$ cat config.mk
export PLATFORM = sky130hd
export DESIGN_NAME = time_dmr_retry_ctrl
export DESIGN_NICKNAME = d
export VERILOG_FILES = /design/src/rtl/time_dmr_pkg.sv /design/src/rtl/time_dmr_retry_sel.sv /design/src/rtl/time_dmr_retry_ctrl.sv
export SDC_FILE = /design/constraint.sdc
export NUM_CORES = 1
export LEC_CHECK = 0
export CAP_MARGIN = 20
export CORE_AREA = 2 2 65 67
export DETAILED_ROUTE_END_ITERATION = 7
export DIE_AREA = 0 0 67 69
export GPL_TIMING_DRIVEN = 1
export HOLD_SLACK_MARGIN = 0.02
export PLACE_DENSITY = 0.81
export SLEW_MARGIN = 30
export SYNTH_ARGS = -nofsm -noshare
export SYNTH_HDL_FRONTEND = slang
export SYNTH_HIERARCHICAL = 1
export SYNTH_SLANG_ARGS = --single-unit
$ cat constraint.sdc
create_clock -name clk_i -period 3.35 [get_ports clk_i]
set_clock_uncertainty 0.2 [all_clocks]
set_input_delay 0.335 -clock clk_i [delete_from_list [all_inputs] [get_ports clk_i]]
set_output_delay 0.335 -clock clk_i [all_outputs]
set_load 0.05 [all_outputs]
$ cat src/rtl/time_dmr_pkg.sv
// Shared ID helpers for the time-DMR stages: an ID is {^idx, idx}, so a well-formed
// ID always has even overall parity.
package time_dmr_pkg;

  localparam int unsigned DefaultIdSize = 3;

  typedef logic [DefaultIdSize-2:0] slot_idx_t;

  // Widened to 32 bits so one helper serves any IDSize; the caller slices the result.
  function automatic logic [31:0] encode_id(input logic [31:0] idx, input int unsigned id_size);
    logic [31:0] mask;
    logic [31:0] masked;
    mask   = (32'd1 << (id_size - 1)) - 32'd1;
    masked = idx & mask;
    return masked | ({31'd0, ^masked} << (id_size - 1));
  endfunction

  function automatic logic id_parity_ok(input logic [31:0] id);
    return ~^id;
  endfunction

endpackage

$ cat src/rtl/time_dmr_retry_sel.sv
// Rotating lowest-set-bit finder: scans the vector upward from the given start index.
// Purely combinational, no backpressure.
module time_dmr_retry_sel #(
  parameter int unsigned IdxW = 2
) (
  input  logic [2**IdxW-1:0] pending,
  input  logic [IdxW-1:0]    oldest,
  output logic               found,
  output logic [IdxW-1:0]    idx
);

  localparam int unsigned N = 2 ** IdxW;

  logic [IdxW-1:0] probe;

  always_comb begin
    found = 1'b0;
    idx   = '0;
    probe = '0;
    for (int i = 0; i < N; i++) begin
      probe = oldest + IdxW'(i);
      if (!found && pending[probe]) begin
        found = 1'b1;
        idx   = probe;
      end
    end
  end

endmodule

$ cat src/rtl/time_dmr_retry_ctrl.sv
// Retry scheduler ahead of the time-DMR start stage: tags elements with parity IDs, keeps a
// copy until the end stage reports, re-issues on mismatch. 1-cycle latency; ready_o drops when full, retrying or changing mode.
module time_dmr_retry_ctrl
  import time_dmr_pkg::*;
#(
  parameter type         DataType   = logic,
  parameter int unsigned IDSize     = 3,
  parameter int unsigned MaxRetries = 2
) (
  input  logic              clk_i,
  input  logic              rst_ni,
  input  logic              enable_i,
  input  DataType           data_i,
  input  logic              valid_i,
  output logic              ready_o,
  output DataType           data_o,
  output logic [IDSize-1:0] id_o,
  output logic              valid_o,
  input  logic              ready_i,
  input  logic              result_valid_i,
  input  logic [IDSize-1:0] result_id_i,
  input  logic              result_fault_i,
  output logic              retry_o,
  output logic              fatal_o,
  output logic              id_error_o,
  output logic [IDSize-1:0] outstanding_o
);

  localparam int unsigned IdxW     = IDSize - 1;
  localparam int unsigned NumSlots = 2 ** IdxW;
  localparam int unsigned CntW     = (MaxRetries > 0) ? $clog2(MaxRetries + 1) : 1;

  logic [NumSlots-1:0] busy_q, pend_q;
  DataType             data_q [NumSlots];
  logic [CntW-1:0]     cnt_q  [NumSlots];
  logic [IdxW-1:0]     alloc_q;
  logic                mode_q;
  logic                out_valid_q, out_retry_q;
  DataType             out_data_q;
  logic [IDSize-1:0]   out_id_q;
  logic                fatal_q, id_error_q;

  logic            busy_found, retry_found;
  logic [IdxW-1:0] oldest_idx, retry_idx, res_idx;
  logic            can_load, retry_take, new_take;
  logic            res_act, res_bad, res_last, res_free, res_pend, res_fatal;
  logic [31:0]     new_id_w, rty_id_w;
  logic            unused_id_hi;

  // With round-robin allocation the oldest busy slot is the first busy one at or after alloc_q.
  time_dmr_retry_sel #(.IdxW(IdxW)) u_oldest (
    .pending (busy_q),
    .oldest  (alloc_q),
    .found   (busy_found),
    .idx     (oldest_idx)
  );

  time_dmr_retry_sel #(.IdxW(IdxW)) u_retry (
    .pending (pend_q),
    .oldest  (oldest_idx),
    .found   (retry_found),
    .idx     (retry_idx)
  );

  assign can_load   = !out_valid_q || ready_i;
  assign retry_take = can_load && retry_found;
  assign ready_o    = can_load && !retry_found && !busy_q[alloc_q] && (mode_q == enable_i);
  assign new_take   = valid_i && ready_o;

  assign new_id_w     = encode_id(32'(alloc_q), IDSize);
  assign rty_id_w     = encode_id(32'(retry_idx), IDSize);
  assign unused_id_hi = ^{new_id_w, rty_id_w};

  // Results only matter while redundancy is active; in bypass they are dropped silently.
  assign res_idx   = result_id_i[IdxW-1:0];
  assign res_act   = result_valid_i && mode_q;
  assign res_bad   = res_act && (!id_parity_ok(32'(result_id_i)) || !busy_q[res_idx] || pend_q[res_idx]);
  assign res_last  = (cnt_q[res_idx] == CntW'(MaxRetries));
  assign res_free  = res_act && !res_bad && (!result_fault_i || res_last);
  assign res_pend  = res_act && !res_bad && result_fault_i && !res_last;
  assign res_fatal = res_act && !res_bad && result_fault_i && res_last;

  assign valid_o    = out_valid_q;
  assign data_o     = out_data_q;
  assign id_o       = out_id_q;
  assign retry_o    = out_valid_q && ready_i && out_retry_q;
  assign fatal_o    = fatal_q;
  assign id_error_o = id_error_q;

  always_comb begin
    outstanding_o = '0;
    for (int i = 0; i < NumSlots; i++) begin
      outstanding_o = outstanding_o + {{(IDSize-1){1'b0}}, busy_q[i]};
    end
  end

  always_ff @(posedge clk_i or negedge rst_ni) begin
    if (!rst_ni) begin
      busy_q      <= '0;
      pend_q      <= '0;
      alloc_q     <= '0;
      mode_q      <= 1'b0;
      out_valid_q <= 1'b0;
      out_retry_q <= 1'b0;
      out_data_q  <= '0;
      out_id_q    <= '0;
      fatal_q     <= 1'b0;
      id_error_q  <= 1'b0;
      for (int i = 0; i < NumSlots; i++) begin
        data_q[i] <= '0;
        cnt_q[i]  <= '0;
      end
    end else begin
      fatal_q    <= res_fatal;
      id_error_q <= res_bad;

      if (!out_valid_q && !busy_found) begin
        mode_q <= enable_i;
      end

      if (can_load) begin
        out_valid_q <= retry_take || new_take;
        out_retry_q <= retry_take;
        if (retry_take) begin
          out_data_q <= data_q[retry_idx];
          out_id_q   <= rty_id_w[IDSize-1:0];
        end else if (new_take) begin
          out_data_q <= data_i;
          out_id_q   <= new_id_w[IDSize-1:0];
        end
      end

      if (retry_take) begin
        pend_q[retry_idx] <= 1'b0;
        cnt_q[retry_idx]  <= cnt_q[retry_idx] + CntW'(1);
      end

      if (new_take) begin
        alloc_q <= alloc_q + IdxW'(1);
        if (mode_q) begin
          busy_q[alloc_q] <= 1'b1;
          data_q[alloc_q] <= data_i;
          cnt_q[alloc_q]  <= '0;
        end
      end

      // Never the same slot as the allocation or retry above: those need a free / pending slot.
      if (res_free) begin
        busy_q[res_idx] <= 1'b0;
      end
      if (res_pend) begin
        pend_q[res_idx] <= 1'b1;
      end
    end
  end

endmodule

Word-level counts from Yosys, hierarchy flattened
Cells that the tools add are included.
{"block": "totals", "out_inout_bits": 12, "reg_bits": 31, "elab_cells": 184}
{"block": "classes", "reduce_logical": 52, "muxes": 71, "bitwise_logic": 13, "n_lt_le_gt_ge": 18, "add_sub_neg": 10, "eq_ne": 2}
{"operator": "XOR reduction 32 bit", "count": 2}
{"operator": "XNOR reduction 32 bit", "count": 1}
{"operator": "< comparator 2 x 3 -> 1 bit, second input constant", "count": 10}
{"operator": "two-way mux 2 bit", "count": 14}
{"operator": "logical AND 1 bit", "count": 26}
{"operator": "two-way mux 1 bit", "count": 26}
{"operator": "two-way mux 8 bit", "count": 3}
{"operator": "binary-select mux 1 bit (select 2 bit)", "count": 11}
{"operator": "two-way mux 4 bit", "count": 5}
{"operator": "zero test 1 bit", "count": 15}
{"operator": ">= comparator 3 bit, second input constant", "count": 3}
{"operator": "NOT 2 -> 3 bit", "count": 3}
{"operator": "adder 2 bit, second input constant", "count": 4}
{"operator": "bitwise AND 4 bit", "count": 2}
{"operator": "bitwise AND 8 bit", "count": 1}
{"operator": "binary-select mux 2 bit (select 2 bit)", "count": 2}
{"operator": "bitwise mux 8 bit", "count": 1}
{"operator": "demux 1 bit (select 2 bit)", "count": 4}
{"operator": "demux 2 bit (select 2 bit)", "count": 2}
{"operator": "NOT 4 bit", "count": 2}
{"operator": "NOT 8 bit", "count": 1}
{"operator": "OR 4 bit", "count": 2}
{"operator": "adder 2 x 1 -> 2 bit, second input constant", "count": 3}
{"operator": ">= comparator 2 x 1 -> 1 bit, second input constant", "count": 3}
{"operator": "other kinds (12)", "count": 20}

Logic depth before layout (Yosys ltp)
{"block": "depth", "depth_word": 34, "mapped_depth": 11, "mapped_depth_nobuf": 11}

Hierarchy
Netlist, hierarchy kept.
{"mod": "time_dmr_retry_ctrl", "seq_area_each_um2": 775.7, "cells_each": 160, "n_inst": 1, "area_each_um2": 1742.9}
{"mod": "time_dmr_retry_sel", "seq_area_each_um2": 0.0, "cells_each": 15, "n_inst": 2, "area_each_um2": 77.6}

Worst setup path before layout
OpenSTA, ideal clock, no wires.
{"block": "synth_path", "path_kind": "register to register", "startpoint": "register busy_q[1]", "endpoint": "register cnt_q[3] (netlist name)", "arrival_ns": 3.009, "setup_ns": 0.094, "n_path_buf": 0, "path_stages_with_launch": 11, "path_slack_ns": 0.047, "required_ns": 3.056, "path_cell_list": "dfrtp_1 -> inv_1 -> a221o_1 -> a21oi_1 -> inv_2 -> a221o_1 -> a21oi_1 -> mux4_2 -> xor2_1 -> nor2_1 -> a211oi_1"}
{"block": "synth_between", "elab_chain_cells": 34, "word_cells_on_any_way": 68}
{"item": "start, declared", "line": "time_dmr_retry_ctrl.sv:33", "source": "logic [NumSlots-1:0] busy_q, pend_q;"}
{"item": "start signal, assigned", "line": "time_dmr_retry_ctrl.sv:99", "source": "busy_q <= '0;"}
{"item": "start signal, assigned by index", "line": "time_dmr_retry_ctrl.sv:141", "source": "busy_q[alloc_q] <= 1'b1;"}
{"item": "start signal, assigned by index", "line": "time_dmr_retry_ctrl.sv:149", "source": "busy_q[res_idx] <= 1'b0;"}
{"item": "binary-select mux 1 bit (select 2 bit)", "line": "time_dmr_retry_sel.sv:22", "source": "if (!found && pending[probe]) begin"}
{"item": "two-way mux 1 bit (implied by the code)", "line": "time_dmr_retry_sel.sv:22"}
{"item": "two-way mux 1 bit", "line": "time_dmr_retry_sel.sv:22"}
{"item": "zero test 1 bit", "line": "time_dmr_retry_sel.sv:22"}
{"item": "logical AND 1 bit", "line": "time_dmr_retry_sel.sv:22"}
{"item": "two-way mux 1 bit", "line": "time_dmr_retry_sel.sv:22"}
{"item": "zero test 1 bit", "line": "time_dmr_retry_sel.sv:22"}
{"item": "logical AND 1 bit", "line": "time_dmr_retry_sel.sv:22"}
{"item": "[... 4 more ...]"}
{"item": "named net oldest_idx[0]", "line": "time_dmr_retry_ctrl.sv:44", "source": "logic [IdxW-1:0] oldest_idx, retry_idx, res_idx;"}
{"item": "[... 12 more ...]"}
{"item": "named net retry_idx[0]", "line": "time_dmr_retry_ctrl.sv:44"}
{"item": "[... 2 more ...]"}
{"item": "two-way mux 2 bit (implied by the code) / logical AND 1 bit (equally long branches)", "line": "time_dmr_retry_ctrl.sv:135", "source": "cnt_q[retry_idx] <= cnt_q[retry_idx] + CntW'(1);"}
{"item": "two-way mux 2 bit (implied by the code)", "line": "time_dmr_retry_ctrl.sv:135"}
{"item": "adder 2 x 1 -> 2 bit / demux 2 bit (select 2 bit) (equally long branches)", "line": "time_dmr_retry_ctrl.sv:135"}
{"item": "bitwise mux 8 bit *", "line": "time_dmr_retry_ctrl.sv:135"}
{"item": "two-way mux 8 bit *", "line": "time_dmr_retry_ctrl.sv:133", "source": "if (retry_take) begin"}
{"item": "bitwise AND 8 bit (no line)"}
{"item": "two-way mux 8 bit", "line": "time_dmr_retry_ctrl.sv:140", "source": "if (mode_q) begin"}
{"item": "two-way mux 8 bit *", "line": "time_dmr_retry_ctrl.sv:138", "source": "if (new_take) begin"}
{"item": "end signal, assigned by index", "line": "time_dmr_retry_ctrl.sv:135"}
{"item": "end, declared", "line": "time_dmr_retry_ctrl.sv:35", "source": "logic [CntW-1:0] cnt_q [NumSlots];"}
Mark *: on every way through the listed nets, which the timed path passes. The select of a mux whose other input is x is not followed.
A chain may end at the register's enable or synchronous reset.

Worst setup path after layout
{"block": "layout_path", "startpoint": "register busy_q[0]", "endpoint": "output outstanding_o[1]"}
{"block": "layout_between", "elab_chain_cells": 3}
{"item": "adder 1 x 1 -> 2 bit", "line": "time_dmr_retry_ctrl.sv:93", "source": "outstanding_o = outstanding_o + {{(IDSize-1){1'b0}}, busy_q[i]};"}
{"item": "adder 2 x 1 -> 3 bit", "line": "time_dmr_retry_ctrl.sv:93"}
{"item": "adder 3 x 1 -> 3 bit", "line": "time_dmr_retry_ctrl.sv:93"}
{"item": "end, declared", "line": "time_dmr_retry_ctrl.sv:26", "source": "output logic [IDSize-1:0] outstanding_o"}
Every way passes these cells.

==> reports/qor.yml <==
multi_input_area_um2: 1032
cts_hold_buf: 0
drt-wirelength-per-cell_um: 15.82
ff_latch_area_um2: 775.7
period_minus_slack_ns: 3.205
diodes: 0
async_flop_share_pct: 100.0
timing.rr.start: "busy_q[2]$_DFF_PN0_"
ys_types: 40
ys_warn_count: 6
drt-total-wl_um: 4350
synth_top_family_by_area: "compound AO/OA/AOI/OAI gates"
worst_hold_path_type: "primary input to asynchronous set/reset pin"
nets: 250
r2r-end: "cnt_q[3]$_DFF_PN0_"
gr-usage-all-layers_pct: 21.80
maxSlewHeadroom_pct: 66.83
r2r_setup_slack_ns: 0.18
h-tree-depth: 2
slew_violations: 0
cts_buffers: 5
clock_latency_ns: 0.29
ys_ff_latch: 31
syn_area_um2: 1898
rsz0062_at_grt: "false"
final_cell_mix: "31 x dfrtp_1, 24 x inv_1, 22 x clkdlybuf4s50_1"
cts.clk_slew.worst_paths_ns: 0.07
finalHoldViolations: 0
synth-simple-area-share_pct: 14.50
initial_core_util_pct: 48.50
finalSetupViolCount: 0
drc_errors: 0
die-area_um2: 4623
ios: 23
netlist_instances: 190
grt_max_degree: 32
portBuffers: 22
area_growth_pct: 22.94
clockRootBuffer: "clkbuf_8"
hpwl_um: 3208
gr-total-overflow: 0
fmax_mhz: 312.0
ant_nets: 0
clock_sinks: 31
ys.flop_type: "dfrtp_1"
synth_compound_gate_area_share_pct: 17.34
core_area_um2: 3914
synth-xor-area-share_pct: 1.846
syn_avg_cell_area_um2: 9.990
crit_end: "outstanding_o[1]"
worst_pin_slew_ns: 0.4959
fp.dieH_um: 69
critPathKind: "register to output pin"
dr.pass1.iters: 4
critPathLaunch: "busy_q[0]$_DFF_PN0_"
maxCapViolCount: 0
setup_tns_ns: 0
drt_iter0_drc: 169
row_count: 23
synth_edf_count: 0
run_status: "finished, final reports clean"
synth_fa_ha_area_share_pct: 10.28
crit_fanout: 7
final_common_cell: "dfrtp_1"
min_period_over_period_pct: 95.68
cp-end-kind: "output pin"
grt_first_pass_wirelength_um: 7617
synth_nets: 216
tritoncts: "yes"
r2r_cells: 10
ys_seq_area_share_pct: 40.87
startpoint_type: "register"
routed_via_density: 5.698
dieWidth_um: 67
gp_congestion: 0.7945
vias: 1567
drive_gt1_share_pct: 13.33
antenna_found_initial: 0
grt_pass1_vias: 1521
critPathRequiredTime_ns: 2.81
fill_cells: 335
clockBufferDepth: 2
cp_data_arrival_time_ns: 2.67
muxShareOfSynthArea_pct: 9.822
-- worst max-delay path, stage by stage (launching register included) --
cell	delay (ns)
dfrtp_1	0.45
inv_1	0.12
fa_1	0.54
inv_1	0.04
ha_1	0.17
ha_1	0.27
clkdlybuf4s50_1	0.79
-- stage by stage --
stage / setup WS [ns] / utilization [%] / std cells / cell area (um^2) / hold slack [ns]
2_1_floorplan: 0.04722 / - / 190 / 1898 / -0.1606
3_3_place_gp: 0.2321 / 56.78 / 267 / 2222 / 0.2549
3_5_place_dp: 0.1169 / 56.78 / 267 / 2222 / 0.2802
4_1_cts: 0.05093 / 59.34 / 275 / 2322 / 0.2526
5_1_grt: 0.006261 / 59.62 / 275 / 2333 / 0.3096
6_report: 0.1448 / 59.62 / 275 / 2333 / 0.2424
-- cell usage after synthesis, types with 2 or more instances --
library cell	instances	area (um^2)
dfrtp_1	31	775.7
inv_1	24	90.09
a21oi_1	19	95.09
ha_1	14	175.2
nor2_1	14	52.55
nand2_1	12	45.04
a32o_1	5	50.05
and2_1	5	31.28
a311oi_1	4	35.03
a31oi_1	4	25.02
mux2_2	4	45.04
mux2i_1	4	40.04
mux4_2	4	90.09
o21ai_0	4	20.02
o22ai_1	4	25.02
nand2b_1	3	18.77
nand3_1	3	15.01
nor3_1	3	15.01
xnor2_1	3	26.28
a221o_1	2	20.02
inv_2	2	7.510
nor2b_1	2	12.51
o221ai_1	2	17.52
o311ai_0	2	17.52
-- state kept, by name (all words and copies together) (netlist names) --
| register | count |
|---|---|
| mode_q | 1 |
| pend_q | 4 |
| data_q | 4 |
| id_error_o | 1 |
| busy_q | 4 |
| cnt_q | 8 |
| out_retry_q | 1 |
| id_o | 3 |
| fatal_o | 1 |
| valid_o | 1 |
| alloc_q | 2 |
| data_o | 1 |
-- final cells by class --
class                           count  area share [%]
Clock buffer                        8           4.290
Inverter                           26           4.182
Multi-Input combinational cell    132           44.24
Sequential cell                    31           33.24
Tap cell                           50           2.681
Timing Repair Buffer               28           11.37
-- per-layer routing --
layer	GRT usage [%]	part of all wire (%)	vias up
li1	-	-	751
met1	29.75	43	765
met2	33.11	49	43
met3	5.383	5.9	8
met4	8.163	2.1	0
met5	0	0	-
-- cell families (layout without fill, tap and decap cells) --
group	Yosys count	in the layout
AOI/OAI and AO/OA	49	49
adders and majority gates	15	15
xor gates and xnor gates	4	4
and+or+nand+nor	51	51
muxes	13	13
buffers and inverters	27	62
DFF	31	31
-- how the worst min path moves through the flow --
| stage | start | to | slack, ns | depth (start not counted) |
|---|---|---|---|---|
| final | rst_ni | cnt_q[1]$_DFF_PN0_ | 0.24 | 2 |
| after global routing | rst_ni | pend_q[2]$_DFF_PN0_ | 0.31 | 2 |
| after CTS | rst_ni | fatal_o$_DFF_PN0_ | 0.25 | 2 |
| after detailed placement | out_retry_q$_DFFE_PN0N_ | out_retry_q$_DFFE_PN0N_ | 0.28 | 2 |
| after global placement | out_retry_q$_DFFE_PN0N_ | out_retry_q$_DFFE_PN0N_ | 0.25 | 2 |
| after floorplan | rst_ni | alloc_q[0]$_DFFE_PN0N_ | -0.16 | 0 |
-- timing repair --
action / CTS / global route
resized for setup: 0 / 2
endpoints found under the setup margin: 0 / 4
buffers inserted: 0 / 0
Power is left out: the tool's default activity adds up to more than one toggle a clock period on the data nets, which glitch-free logic cannot reach.
